===== config.mk =====
export PLATFORM = sky130hd
export DESIGN_NAME = sync_fifo_param
export DESIGN_NICKNAME = d
export VERILOG_FILES = /design/src/rtl/fifo_pkg.sv /design/src/rtl/fifo_ram_2p.sv /design/src/rtl/sync_fifo_param.sv
export SDC_FILE = /design/constraint.sdc
export NUM_CORES = 1
export LEC_CHECK = 0
export ABC_AREA = 1
export ABC_CLOCK_PERIOD_IN_PS = 9950
export CORE_ASPECT_RATIO = 1.75
export CORE_MARGIN = 5
export CORE_UTILIZATION = 56
export CTS_CLUSTER_DIAMETER = 30
export DETAILED_ROUTE_END_ITERATION = 6
export PLACE_DENSITY = 0.8
export SYNTH_ARGS = -nofsm -noshare
export SYNTH_HDL_FRONTEND = slang
export SYNTH_SLANG_ARGS = --single-unit

===== constraint.sdc =====
create_clock -name clk -period 9.95 [get_ports clk]
set_clock_uncertainty 0.1 [all_clocks]
set_input_delay 1.99 -clock clk [delete_from_list [all_inputs] [get_ports clk]]
set_output_delay 1.99 -clock clk [all_outputs]
set_load 0.02 [all_outputs]

===== src/rtl/fifo_pkg.sv =====
// Shared types and constants for the same-clock FIFO family.
// Holds pointer sizing, the status bundle and the AXI W payload layout.
package fifo_pkg;

  function automatic int ptr_w(input int depth);
    return $clog2(depth) + 1;
  endfunction

  typedef struct packed {
    logic full;
    logic almost_full;
    logic empty;
    logic almost_empty;
    logic overflow;
    logic underflow;
  } fifo_status_t;

  // AXI W channel payload packed as {WDATA, WSTRB, WLAST}
  localparam int W_PAYLOAD_W = 37;
  localparam int WLAST_BIT   = 0;
  localparam int WSTRB_LSB   = 1;
  localparam int WSTRB_MSB   = 4;
  localparam int WDATA_LSB   = 5;
  localparam int WDATA_MSB   = 36;

endpackage


===== src/rtl/fifo_ram_2p.sv =====
// DEPTH x DATA_W storage: synchronous write port, asynchronous read port.
// Contents clear on reset so an unwritten slot always reads as zero.
module fifo_ram_2p #(
  parameter int DATA_W = 37,
  parameter int DEPTH  = 4,
  localparam int AW    = $clog2(DEPTH)
) (
  input  logic              clk,
  input  logic              rst,
  input  logic              we,
  input  logic [AW-1:0]     waddr,
  input  logic [DATA_W-1:0] wdata,
  input  logic [AW-1:0]     raddr,
  output logic [DATA_W-1:0] rdata
);

  logic [DEPTH-1:0][DATA_W-1:0] mem;

  always_ff @(posedge clk or posedge rst) begin
    if (rst)     mem        <= '0;
    else if (we) mem[waddr] <= wdata;
  end

  assign rdata = mem[raddr];

endmodule


===== src/rtl/sync_fifo_param.sv =====
// Single-clock show-ahead FIFO with occupancy, programmable almost flags,
// synchronous flush and sticky overflow/underflow errors.
module sync_fifo_param
  import fifo_pkg::*;
#(
  parameter int DATA_W = W_PAYLOAD_W,
  parameter int DEPTH  = 4,
  parameter int AF_LVL = DEPTH - 1,
  parameter int AE_LVL = 1,
  localparam int PTR_W = ptr_w(DEPTH)
) (
  input  logic              clk,
  input  logic              rst,
  input  logic              flush,
  input  logic              wpush,
  input  logic [DATA_W-1:0] wdata,
  output logic              wfull,
  output logic              walmost_full,
  input  logic              rpop,
  output logic [DATA_W-1:0] rdata,
  output logic              rempty,
  output logic              ralmost_empty,
  output logic [PTR_W-1:0]  count,
  output logic              overflow,
  output logic              underflow
);

  localparam int AW = PTR_W - 1;

  if (DEPTH < 2 || (DEPTH & (DEPTH - 1)) != 0) begin : g_bad_depth
    $error("sync_fifo_param: DEPTH must be a power of 2 and >= 2");
  end
  if (AF_LVL < 1 || AF_LVL > DEPTH) begin : g_bad_af
    $error("sync_fifo_param: AF_LVL must be in 1..DEPTH");
  end
  if (AE_LVL < 0 || AE_LVL > DEPTH - 1) begin : g_bad_ae
    $error("sync_fifo_param: AE_LVL must be in 0..DEPTH-1");
  end

  logic [PTR_W-1:0]  wptr, rptr, occ;
  logic              full, empty, wen, ren, ovf_q, unf_q;
  logic [DATA_W-1:0] ram_rdata;
  fifo_status_t      st;

  assign empty = (wptr == rptr);
  assign full  = (wptr[PTR_W-1] != rptr[PTR_W-1]) && (wptr[AW-1:0] == rptr[AW-1:0]);
  assign occ   = wptr - rptr;

  // Full/empty are sampled before this cycle's pop/push, so a push into a
  // full FIFO is rejected even when a pop happens alongside it.
  assign wen = wpush & ~full;
  assign ren = rpop & ~empty;

  always_ff @(posedge clk or posedge rst) begin
    if (rst) begin
      wptr  <= '0;
      rptr  <= '0;
      ovf_q <= 1'b0;
      unf_q <= 1'b0;
    end else if (flush) begin
      wptr  <= '0;
      rptr  <= '0;
      ovf_q <= 1'b0;
      unf_q <= 1'b0;
    end else begin
      if (wen)           wptr  <= wptr + 1'b1;
      if (ren)           rptr  <= rptr + 1'b1;
      if (wpush && full) ovf_q <= 1'b1;
      if (rpop && empty) unf_q <= 1'b1;
    end
  end

  fifo_ram_2p #(.DATA_W(DATA_W), .DEPTH(DEPTH)) u_ram (
    .clk   (clk),
    .rst   (rst),
    .we    (wen & ~flush),
    .waddr (wptr[AW-1:0]),
    .wdata (wdata),
    .raddr (rptr[AW-1:0]),
    .rdata (ram_rdata)
  );

  assign st.full         = full;
  assign st.almost_full  = (occ >= PTR_W'(AF_LVL));
  assign st.empty        = empty;
  assign st.almost_empty = (occ <= PTR_W'(AE_LVL));
  assign st.overflow     = ovf_q;
  assign st.underflow    = unf_q;

  assign wfull         = st.full;
  assign walmost_full  = st.almost_full;
  assign rempty        = st.empty;
  assign ralmost_empty = st.almost_empty;
  assign overflow      = st.overflow;
  assign underflow     = st.underflow;
  assign count         = occ;
  assign rdata         = empty ? '0 : ram_rdata;

endmodule

# Yosys cells after proc, flatten, opt, wreduce, memory -nomap -nowiden

Index checks and enable logic that the tools add are counted.

Register bits: 156
Output and inout bits: 46
Bits of input ports: 42
Word-level logic and storage cells: 47

Reductions and logical operators: 8
Multiplexer cells: 14
Equality and inequality tests: 3
Bitwise gates (word level): 6
Add/subtract/negate cells: 3
Order comparisons: 5

Operator list:

| kind                                                                                | count |
|---|---|
| 148-bit bitwise mux                                                                 | 1 |
| 37-bit two-way mux                                                                  | 3 |
| 37-bit binary-select mux with 2-bit select                                          | 1 |
| 37-bit demux with 2-bit select                                                      | 1 |
| 3-bit two-way mux                                                                   | 4 |
| 2-bit nonzero test                                                                  | 4 |
| 3-bit by 1-bit adder with 3-bit output, second input constant                       | 2 |
| 2-bit by 3-bit less-than comparator with 1-bit output, second input constant        | 2 |
| 1-bit logical AND                                                                   | 4 |
| 1-bit two-way mux                                                                   | 4 |
| 1-bit AND                                                                           | 3 |
| 3-bit == test                                                                       | 1 |
| 3-bit by 2-bit greater-or-equal comparator with 1-bit output, second input constant | 1 |
| 3-bit by 1-bit <= comparator with 1-bit output, second input constant               | 1 |
| 1-bit NOT                                                                           | 3 |
| 3-bit subtractor                                                                    | 1 |
| 2-bit == test                                                                       | 1 |
| 2-bit by 1-bit greater-or-equal comparator with 1-bit output, second input constant | 1 |
| 1-bit != test                                                                       | 1 |

# Longest topological paths before layout

Gate-level depths: netlist of the first run.

Depth after elaboration: 6
Depth in mapped cells: 11
Mapped depth without buffers: 9

# Hierarchy

From an unflattened synthesis of the first run, not the netlist that was laid out.

Cells, all modules: 1,235
Area total of the unflattened synthesis: 8,604.5 µm²

Modules (own cells, without submodules):

| module          | seq. area each (µm²) | times used | area each (µm²) | cells each |
|---|---|---|---|---|
| fifo_ram_2p     | 3,703.6              | 1          | 7,739.9         | 1,082 |
| sync_fifo_param | 200.2                | 1          | 864.6           | 153 |

# Worst setup path before layout of the first run

No wires, ideal clock.

Path kind: reg-to-output
From: reg rptr[1]
To: out walmost_full
Required time: 7,860 ps
Path buffers: 1
Setup slack: 5,716 ps
Arrival time: 2,144 ps
Stages on the path, launching flop included: 7
Cell sequence: dfrtp_1 > inv_1 > clkbuf_1 > fa_1 > xnor2_1 > nor2_1 > nor2_1

Word-level cells in the longest chain between the ends: 2

Ends and longest elaborated chain:

| what                                                         | line                  | source |
|---|---|---|
| start: declaration                                           | sync_fifo_param.sv:40 | `logic [PTR_W-1:0] wptr, rptr, occ;` |
| start signal: assignment                                     | sync_fifo_param.sv:67 | `if (ren) rptr <= rptr + 1'b1;` |
| 3-bit subtractor                                             | sync_fifo_param.sv:47 | `assign occ = wptr - rptr;` |
| net count[2]                                                 | sync_fifo_param.sv:23 | `output logic [PTR_W-1:0] count,` |
| 3-bit by 2-bit greater-or-equal comparator with 1-bit output | sync_fifo_param.sv:84 | `assign st.almost_full = (occ >= PTR_W'(AF_LVL));` |
| end: declaration                                             | sync_fifo_param.sv:18 | `output logic walmost_full,` |

The timed path passes the listed nets, and every way through them passes these cells.

# Worst setup path in the final report of the first run

From: reg rptr[0]
To: out rempty

Word-level cells in the longest chain between the ends: 1

Ends and longest elaborated chain:

| what             | line                  | source |
|---|---|---|
| 3-bit == test    | sync_fifo_param.sv:45 | `assign empty = (wptr == rptr);` |
| end: declaration | sync_fifo_param.sv:21 | `output logic rempty,` |

No other way between the ends.

==> results.sh, run 1 <==
export IMPL_start_util=0.566
export IMPL_wl_microns=20400
export IMPL_cts_setup_buffers=0
export IMPL_max_clock_path_buffers=2
export IMPL_die_area_sq_um=16000
export IMPL_max_stage_delay_ns=0.86
export IMPL_post_route_cell_area_sq_um=8950
export IMPL_clkLatencyLatePin_ns=0.43
export IMPL_fillers=1141
export IMPL_io_pin_count=88
export IMPL_dieWidth_microns=97.6
export IMPL_place_area_sq_um=8370
export IMPL_p_leak_nw=4.61
export IMPL_finalHoldViolCount=0
export IMPL_drtIter0Drc=522
export IMPL_portBuffers=87
export IMPL_clock_fmax_mhz=176
export IMPL_p_total_mw=2.33
export IMPL_maxCapViolations=0
export IMPL_min_period_over_period=0.572
export IMPL_grt_pass1_vias=6808
export IMPL_clkTransAtPathRegs_ns=0.06
export IMPL_required_ns=7.86
export IMPL_ys_ff_latch=156
export IMPL_globalplace_congestion=0.859
export IMPL_grt_pass1_wl_microns=33700
export IMPL_path_cells="buf_4, ha_1, nand2_1, nor2_4, clkdlybuf4s50_1"
export IMPL_yosysWarnings=0
export IMPL_first_pass_iters=5
export IMPL_layout_min_cycle_time_ns=5.69
export IMPL_grt_overflow=0
export IMPL_synth_nets=1036
export IMPL_hold_path_class="flop to flop"
export IMPL_path_class="flop to primary output"
export IMPL_grt_max_degree=93
export IMPL_path_max_fanout=64
export IMPL_yosysSeqAreaShare=0.519
export IMPL_dpl_hpwl_microns=12200
export IMPL_layout_common_cells="453 x nand2_1, 155 x dfrtp_1, 152 x nor2_1"
export IMPL_core_area_sq_um=13300
export IMPL_rsz0062_at_grt="no"
export IMPL_fin_nets=1096
export IMPL_htree_levels=4
export IMPL_final_setup_viol_count=0
export IMPL_critPathSlowestCell="nor2_4"
export IMPL_p_per_area_nw_per_um2=260
export IMPL_die_height_microns=163
export IMPL_maxSlewHeadroom=0.214
export IMPL_syn_inst=986
export IMPL_clkSinkCount=156
export IMPL_synth_area_sq_um=7530
export IMPL_hold_ws_ns=0.373
export IMPL_worstSetupEndpointType="primary output"
export IMPL_drive_above_1_share=0.0539
export IMPL_cts_hold_repair_buffers=0
export IMPL_track_usage=0.265
export IMPL_synthDistinctLibCells=21
export IMPL_layout_commonest_cell="nand2_1"
export IMPL_cts_buffers=17
export IMPL_clockRootBuffer="clkbuf_16"
export IMPL_status="finished clean"
export IMPL_tightest_slew_ns=1.18
export IMPL_utilization=0.672
export IMPL_wl_per_cell_microns=16.5
export IMPL_via_count=6707
export IMPL_peakVddDrop_mv=0.154
export IMPL_cts_tree="done"
export IMPL_arrival_ns=3.60
export IMPL_fp_row_count=56
export IMPL_ant_nets=0
export IMPL_postSynthAreaPerCell_sq_um=7.64
export IMPL_tns_ns=0
export IMPL_drc=0
export IMPL_antenna_found_initial=0
export IMPL_slew_viol_final=0
export IMPL_syn_to_final_growth_pct=18.9
export IMPL_ctsResizeCount=0
export IMPL_antennaDiodeCount=0
export IMPL_vias_per_cell=5.44
export IMPL_worstSetupStartpointType="flop"
==> area by class of cell <==
cell class                 count  area, sq um  share of cell area
clock buffer                  21          470              0.0526
clock inverter                10          115              0.0129
inverter                      20         80.1             0.00894
multi-input combinational    756         3230               0.361
sequential                   156         3910               0.436
tap                          174          218              0.0243
timing repair buffer          95          931               0.104
==> logic make-up after synthesis <==
logic type | after synthesis | synth area share
flip-flops | 156 | 0.519
buffers and inverters | 74 | 0.0530
AO/OA/AOI/OAI | 119 | 0.0791
adder cells (fa/ha/maj) | 8 | 0.0143
AND/OR/NAND/NOR | 626 | 0.332
XOR/XNOR | 3 | 0.00349
==> cells in the mapped netlist, drive strengths merged <==
| cell | number | area, sq um |
|---|---|---|
| a21oi | 39 | 195 |
| xnor2 | 1 | 8.76 |
| nor2 | 157 | 654 |
| nand2 | 458 | 1730 |
| xor2 | 2 | 17.5 |
| ha | 7 | 87.6 |
| nand3 | 7 | 60.1 |
| clkbuf | 18 | 67.6 |
| inv | 20 | 75.1 |
| fa | 1 | 20.0 |
| buf | 36 | 257 |
| nand4 | 4 | 50.1 |
| dfrtp | 156 | 3900 |
| o21ai | 80 | 400 |
==> layer usage <==
metal,routed length [microns],vias up,global-route usage,part of all wire
met1,7750,3197,0.310,0.38
met2,10800,283,0.478,0.53
met3,1130,54,0.0385,0.056
li1,-,3173,-,-
met4,720,0,0.122,0.035
met5,0,-,0,0
==> power breakdown <==
| group | total (mW) | switching (mW) | internal [mW] | leakage [nW] |
|---|---|---|---|---|
| sequential | 0.928 | 0.106 | 0.821 | 2.01 |
| combinational | 0.757 | 0.455 | 0.302 | 2.32 |
| clock | 0.646 | 0.258 | 0.388 | 0.281 |
| total | 2.33 | 0.819 | 1.51 | 4.61 |
==> critical path: cells and delay by family, from the launching register on <==
family                     cells  cell delay, ns
adders and majority gates      1            0.27
and+or+nand+nor                2            0.98
buffers and inverters          2            1.40
DFF                            1            0.50
==> final timing paths <==
path	cells after the start	endpoint	slack, ns	startpoint
max in group asynchronous	3	rptr[0]	6.31	rst
max	5	rempty	4.26	rptr[0]
min reg2reg	2	u_ram.mem[138]	0.37	u_ram.mem[138]
min in group asynchronous	2	u_ram.mem[62]	2.02	rst
min	2	u_ram.mem[138]	0.37	u_ram.mem[138]
max reg2reg	8	u_ram.mem[36]	6.51	rptr[0]
==> flip-flops by register name, summed over array words and instances, names as in the netlist <==
register and cells:
overflow 1, rptr 3, u_ram.mem 148, wptr 3, underflow 1
==> through the flow <==
step	std cells	worst slack [ns]
CTS	1232	4.27
global placement	1201	4.77
global route	1232	4.05
detailed placement	1201	4.74
floorplan	986	3.65
finish	1232	4.26
Note: power is estimated with default switching activity, not from simulation.
==> inputs of run 2 (changes only) <==
--- a/config.mk
+++ b/config.mk
@@ -6,7 +6,7 @@
 export NUM_CORES = 1
 export LEC_CHECK = 0
 export ABC_AREA = 1
-export ABC_CLOCK_PERIOD_IN_PS = 9950
+export ABC_CLOCK_PERIOD_IN_PS = 5600
 export CORE_ASPECT_RATIO = 1.75
 export CORE_MARGIN = 5
 export CORE_UTILIZATION = 56
==> constraint.sdc (replaced) <==
create_clock -name clk -period 5.6 [get_ports clk]
set_clock_uncertainty 0.1 [all_clocks]
set_input_delay 1.12 -clock clk [delete_from_list [all_inputs] [get_ports clk]]
set_output_delay 1.12 -clock clk [all_outputs]
set_load 0.02 [all_outputs]
==> run 2 against run 1 <==
  * Worst setup slack worse by 3.2 ns
  * Final area up 0.41%
  * Total power increased by 80%
  * Sequential share of layout area shrank 0.18 points
  * Flip-flop and latch count stayed put
  * Clock power increased by 83%
  * First-iteration DRC count shrank 6.3%
  * Combinational power rose by 77%
  * Via count up 2.0%
  * Non-clock buffer count is 2 higher
  * Global-route usage down 0.12 points
  * Largest power group unchanged
==> results.sh, run 2 (same netlist as run 1, synthesis figures left out) <==
export IMPL_die_area_sq_um=16000
export IMPL_path_cells="inv_2, o21ai_0, a21oi_1, clkdlybuf4s50_1"
export IMPL_syn_to_final_growth_pct=19.4
export IMPL_critPathSlowestCell="inv_2"
export IMPL_whs_path_depth=2
export IMPL_drtIter0Drc=489
export IMPL_arrival_ns=3.29
export IMPL_clock_fmax_mhz=222
export IMPL_clockPowerShare=0.282
export IMPL_htree_levels=4
export IMPL_p_leak_nw=4.63
export IMPL_p_sw_frac=0.352
export IMPL_globalplace_congestion=0.796
export IMPL_required_ns=4.38
export IMPL_rsz0062_at_grt="no"
export IMPL_max_stage_delay_ns=0.97
export IMPL_vias_per_cell=5.54
export IMPL_largest_register_ffs=148
export IMPL_drive_above_1_share=0.0557
export IMPL_regMostFlops="u_ram.mem"
export IMPL_io_pin_count=88
export IMPL_p_seq_frac=0.397
export IMPL_max_clock_path_buffers=2
export IMPL_start_util=0.566
export IMPL_clockRootBuffer="clkbuf_16"
export IMPL_cts_setup_buffers=0
export IMPL_p_sw_mw=1.47
export IMPL_fillers=1091
export IMPL_dieWidth_microns=97.6
export IMPL_r2r_end="u_ram.mem[78]"
export IMPL_tightest_slew_ns=1.14
export IMPL_tns_ns=0
export IMPL_drc=0
export IMPL_die_height_microns=163
export IMPL_r2r_slack_ns=2.69
export IMPL_layout_commonest_cell="nand2_1"
export IMPL_worstSetupStartpointType="flop"
export IMPL_layout_min_cycle_time_ns=4.51
export IMPL_cts_buffers=17
export IMPL_ctsResizeCount=0
export IMPL_cts_tree="done"
export IMPL_path_class="flop to primary output"
export IMPL_top_usage_layer="met2"
export IMPL_peakVddDrop_mv=0.280
export IMPL_status="finished clean"
export IMPL_cell_internal_pwr_mw=2.72
export IMPL_fin_nets=1098
export IMPL_grtUsageMet3=0.0427
export IMPL_grt_pass1_vias=6936
export IMPL_antenna_found_initial=0
export IMPL_use_met2=0.475
export IMPL_portBuffers=87
export IMPL_wl_per_cell_microns=16.6
export IMPL_grt_overflow=0
export IMPL_track_usage=0.264
export IMPL_layout_common_cells="453 x nand2_1, 155 x dfrtp_1, 152 x nor2_1"
export IMPL_clkTransAtPathRegs_ns=0.06
export IMPL_min_period_over_period=0.805
export IMPL_cts_hold_repair_buffers=0
export IMPL_hold_ws_ns=0.372
export IMPL_p_per_area_nw_per_um2=466
export IMPL_r2r_start="rptr[0]"
export IMPL_antennaDiodeCount=0
export IMPL_ant_nets=0
export IMPL_via_count=6838
export IMPL_grt_pass1_wl_microns=33700
export IMPL_final_setup_viol_count=0
export IMPL_maxSlewHeadroom=0.236
export IMPL_grtUsageMet1=0.308
export IMPL_reg2regPathDepth=8
export IMPL_hold_path_class="flop to flop"
export IMPL_wl_microns=20500
export IMPL_maxCapViolations=0
export IMPL_core_area_sq_um=13300
export IMPL_grt_max_degree=77
export IMPL_hold_end="u_ram.mem[141]"
export IMPL_path_max_fanout=76
export IMPL_worstSetupEndpointType="primary output"
export IMPL_finalHoldViolCount=0
export IMPL_reg_top3="u_ram.mem: 148 flops, rptr: 3 flops, wptr: 3 flops"
export IMPL_slew_viol_final=0
export IMPL_clkSinkCount=156
export IMPL_worst_hold_startpoint="u_ram.mem[141]"
export IMPL_p_comb_frac=0.320
export IMPL_clkLatencyLatePin_ns=0.41
export IMPL_first_pass_iters=7
export IMPL_fp_row_count=56
export IMPL_dpl_hpwl_microns=12000
==> run 2: layout make-up <==
cell class                      count  area [sq um]  area share
Inverter                           20          80.1     0.00891
Timing Repair Buffer               97           946       0.105
Multi-Input combinational cell    756          3230       0.360
Clock inverter                     12           164      0.0182
Tap cell                          174           218      0.0242
Clock buffer                       19           443      0.0493
Sequential cell                   156          3910       0.434
==> run 2: critical path, delay by kind of cell (launching register included) <==
kind                   cells  cell delay [ns]
buffers and inverters      2             1.60
AOI/OAI and AO/OA          2             0.57
DFF                        1             0.69
==> run 2: metal layers <==
layer  vias up  part of all wire
li1       3181                 -
met1      3280              0.37
met2       324              0.53
met3        53             0.061
met4         0             0.033
met5         -                 0
==> run 2: worst max-delay path by stage <==
stage                            to  slack (ns)  startpoint  cells after the start
final                     rdata[19]        1.09     rptr[0]                      4
after global routing      rdata[12]        0.90     rptr[0]                      4
after CTS                 rdata[12]        1.05     rptr[0]                      4
after floorplan            overflow        0.17         rst                      1
after global placement    rdata[12]        1.50     rptr[0]                      4
after detailed placement  rdata[12]        1.50     rptr[0]                      4
==> run 2: per-stage QoR <==
step / setup WS (ns) / utilization / std cells / power, mW / instance area [sq um]
final: 1.09 / 0.675 / 1234 / 4.19 / 8990
after global routing: 0.900 / 0.675 / 1234 / 4.44 / 8990
after CTS: 1.05 / 0.675 / 1234 / 4.20 / 8990
after detailed placement: 1.50 / 0.630 / 1203 / 3.00 / 8380
after global placement: 1.50 / 0.630 / 1203 / 2.97 / 8380
after floorplan: 0.173 / - / 986 / 2.49 / 7530
==> run 2: power by group through the flow <==
stage	sequential [mW]	clock, mW	combinational [mW]
after floorplan	1.61	0	0.888
after global placement	1.66	0	1.31
after detailed placement	1.67	0	1.33
after CTS	1.66	1.20	1.35
after global routing	1.71	1.24	1.49
final	1.66	1.18	1.34
==> inputs of run 3 (changes only) <==
--- a/config.mk
+++ b/config.mk
@@ -6,13 +6,13 @@
 export NUM_CORES = 1
 export LEC_CHECK = 0
 export ABC_AREA = 1
-export ABC_CLOCK_PERIOD_IN_PS = 5600
+export ABC_CLOCK_PERIOD_IN_PS = 3710
 export CORE_ASPECT_RATIO = 1.75
 export CORE_MARGIN = 5
-export CORE_UTILIZATION = 56
+export CORE_UTILIZATION = 51
 export CTS_CLUSTER_DIAMETER = 30
 export DETAILED_ROUTE_END_ITERATION = 6
-export PLACE_DENSITY = 0.8
+export PLACE_DENSITY = 0.77
 export SYNTH_ARGS = -nofsm -noshare
 export SYNTH_HDL_FRONTEND = slang
 export SYNTH_SLANG_ARGS = --single-unit
==> constraint.sdc (replaced) <==
create_clock -name clk -period 3.71 [get_ports clk]
set_clock_uncertainty 0.1 [all_clocks]
set_input_delay 0.742 -clock clk [delete_from_list [all_inputs] [get_ports clk]]
set_output_delay 0.742 -clock clk [all_outputs]
set_load 0.02 [all_outputs]
==> run 3 against run 2 <==
  * Worst setup slack lost 0.88 ns
  * Utilization shrank 4.2 points
  * Via count is 2.2% lower
  * Die area up 9.0%
  * Global-route usage shrank 1.8 points
  * Critical path depth grew 4
  * Highest routed layer unchanged
==> results.sh, run 3 (same netlist as run 1, synthesis figures left out) <==
export IMPL_utilization=0.633
export IMPL_maxCapViolations=0
export IMPL_path_class="flop to primary output"
export IMPL_arrival_ns=2.66
export IMPL_dieWidth_microns=102
export IMPL_drc=0
export IMPL_final_setup_viol_count=0
export IMPL_io_pin_count=88
export IMPL_clock_fmax_mhz=286
export IMPL_clockRootBuffer="clkbuf_16"
export IMPL_largest_register_ffs=148
export IMPL_cts_hold_repair_buffers=0
export IMPL_start_util=0.521
export IMPL_clkTransAtPathRegs_ns=0.06
export IMPL_fin_cells=1253
export IMPL_drive_above_1_share=0.0680
export IMPL_fin_ws_ns=0.209
export IMPL_worstSetupEndpointType="primary output"
export IMPL_portBuffers=87
export IMPL_fin_nets=1110
export IMPL_antenna_found_initial=0
export IMPL_first_pass_iters=6
export IMPL_grt_max_degree=74
export IMPL_grt_pass1_vias=6870
export IMPL_core_area_sq_um=14400
export IMPL_cts_setup_buffers=0
export IMPL_track_usage=0.246
export IMPL_wl_microns=20300
export IMPL_multi_input_area_sq_um=3230
export IMPL_p_total_mw=6.38
export IMPL_r2r_start="rptr[1]"
export IMPL_tightest_slew_ns=0.654
export IMPL_required_ns=2.87
export IMPL_regMostFlops="u_ram.mem"
export IMPL_worst_hold_startpoint="u_ram.mem[145]"
export IMPL_max_clock_path_buffers=2
export IMPL_post_route_cell_area_sq_um=9140
export IMPL_p_leak_nw=4.71
export IMPL_htree_levels=4
export IMPL_reg2regPathDepth=10
export IMPL_ctsResizeCount=0
export IMPL_dpl_hpwl_microns=12900
export IMPL_drtIter0Drc=549
export IMPL_post_place_ws_ns=0.633
export IMPL_r2r_slack_ns=1.20
export IMPL_grt_pass1_wl_microns=33400
export IMPL_clkLatencyLatePin_ns=0.42
export IMPL_via_count=6686
export IMPL_reg_top3="u_ram.mem: 148 flops, rptr: 3 flops, wptr: 3 flops"
export IMPL_layout_min_cycle_time_ns=3.50
export IMPL_slew_viol_final=0
export IMPL_ant_nets=0
export IMPL_tns_ns=0
export IMPL_min_period_over_period=0.944
export IMPL_finalHoldViolCount=0
export IMPL_place_area_sq_um=8520
export IMPL_whs_path_depth=2
export IMPL_hold_end="u_ram.mem[145]"
export IMPL_clkSinkCount=156
export IMPL_cts_tree="done"
export IMPL_syn_to_final_growth_pct=21.5
export IMPL_wl_per_cell_microns=16.2
export IMPL_p_per_area_nw_per_um2=698
export IMPL_grt_overflow=0
export IMPL_worstSetupStartpointType="flop"
export IMPL_die_height_microns=171
export IMPL_peakVddDrop_mv=0.423
export IMPL_layout_common_cells="453 x nand2_1, 155 x dfrtp_1, 152 x nor2_1"
export IMPL_path_max_fanout=5
export IMPL_globalplace_congestion=0.794
export IMPL_dp_cells=1221
export IMPL_hold_path_class="flop to flop"
export IMPL_fillers=1219
export IMPL_antennaDiodeCount=0
export IMPL_r2r_end="u_ram.mem[113]"
export IMPL_rsz0062_at_grt="no"
export IMPL_hold_ws_ns=0.375
export IMPL_vias_per_cell=5.34
export IMPL_layout_commonest_cell="nand2_1"
export IMPL_maxSlewHeadroom=0.564
export IMPL_cts_buffers=17
export IMPL_final_seq_area_sq_um=3910
export IMPL_status="finished clean"
export IMPL_die_area_sq_um=17400
export IMPL_fp_row_count=58
run 3: cell types whose count changed in the layout (fill, tap and decap cells not counted):
cell / delta
buf_4: +9
buf_12: +3
clkbuf_8: +2
inv_6: -2
clkbuf_1: -1
clkinv_2: +1
clkinv_4: +1
run 3: metal layers:
metal	GRT usage	routed length [microns]	part of all wire	vias to the layer above
li1	-	-	-	3195
met1	0.282	7850	0.39	3220
met2	0.435	10700	0.53	220
met3	0.0379	937	0.046	51
met4	0.127	809	0.040	0
met5	0	0	0	-
run 3: how the worst max path moves through the flow:
stage                     startpoint            to  slack [ns]  cells after the start
final                        wptr[0]  walmost_full        0.21                      8
after global routing         wptr[0]  walmost_full        0.05                      8
after CTS                    wptr[0]  walmost_full        0.18                      8
after detailed placement     wptr[0]  walmost_full        0.63                      8
after global placement       wptr[0]  walmost_full        0.67                      8
after floorplan              rptr[1]  walmost_full        0.72                      6
run 3: report_power, final:
part / internal, mW / switching (mW)
registers: 2.20 / 0.270
clock network: 1.12 / 0.707
logic: 0.855 / 1.22
run 3: worst max-delay path, stage by stage, from the launching register on:
cell,delay (ns)
dfrtp_1,0.40
inv_1,0.15
ha_1,0.17
inv_1,0.05
fa_1,0.37
xnor2_1,0.29
nor2_1,0.09
nor2_1,0.11
clkdlybuf4s50_1,0.60
run 3: layout make-up:
type	count	area share
flip-flops and latches	156	0.427
multi-input cells	756	0.354
repair buffers	109	0.117
well taps	180	0.0246
inverters	20	0.00862
clock inverters	12	0.0177
clock buffers	20	0.0510
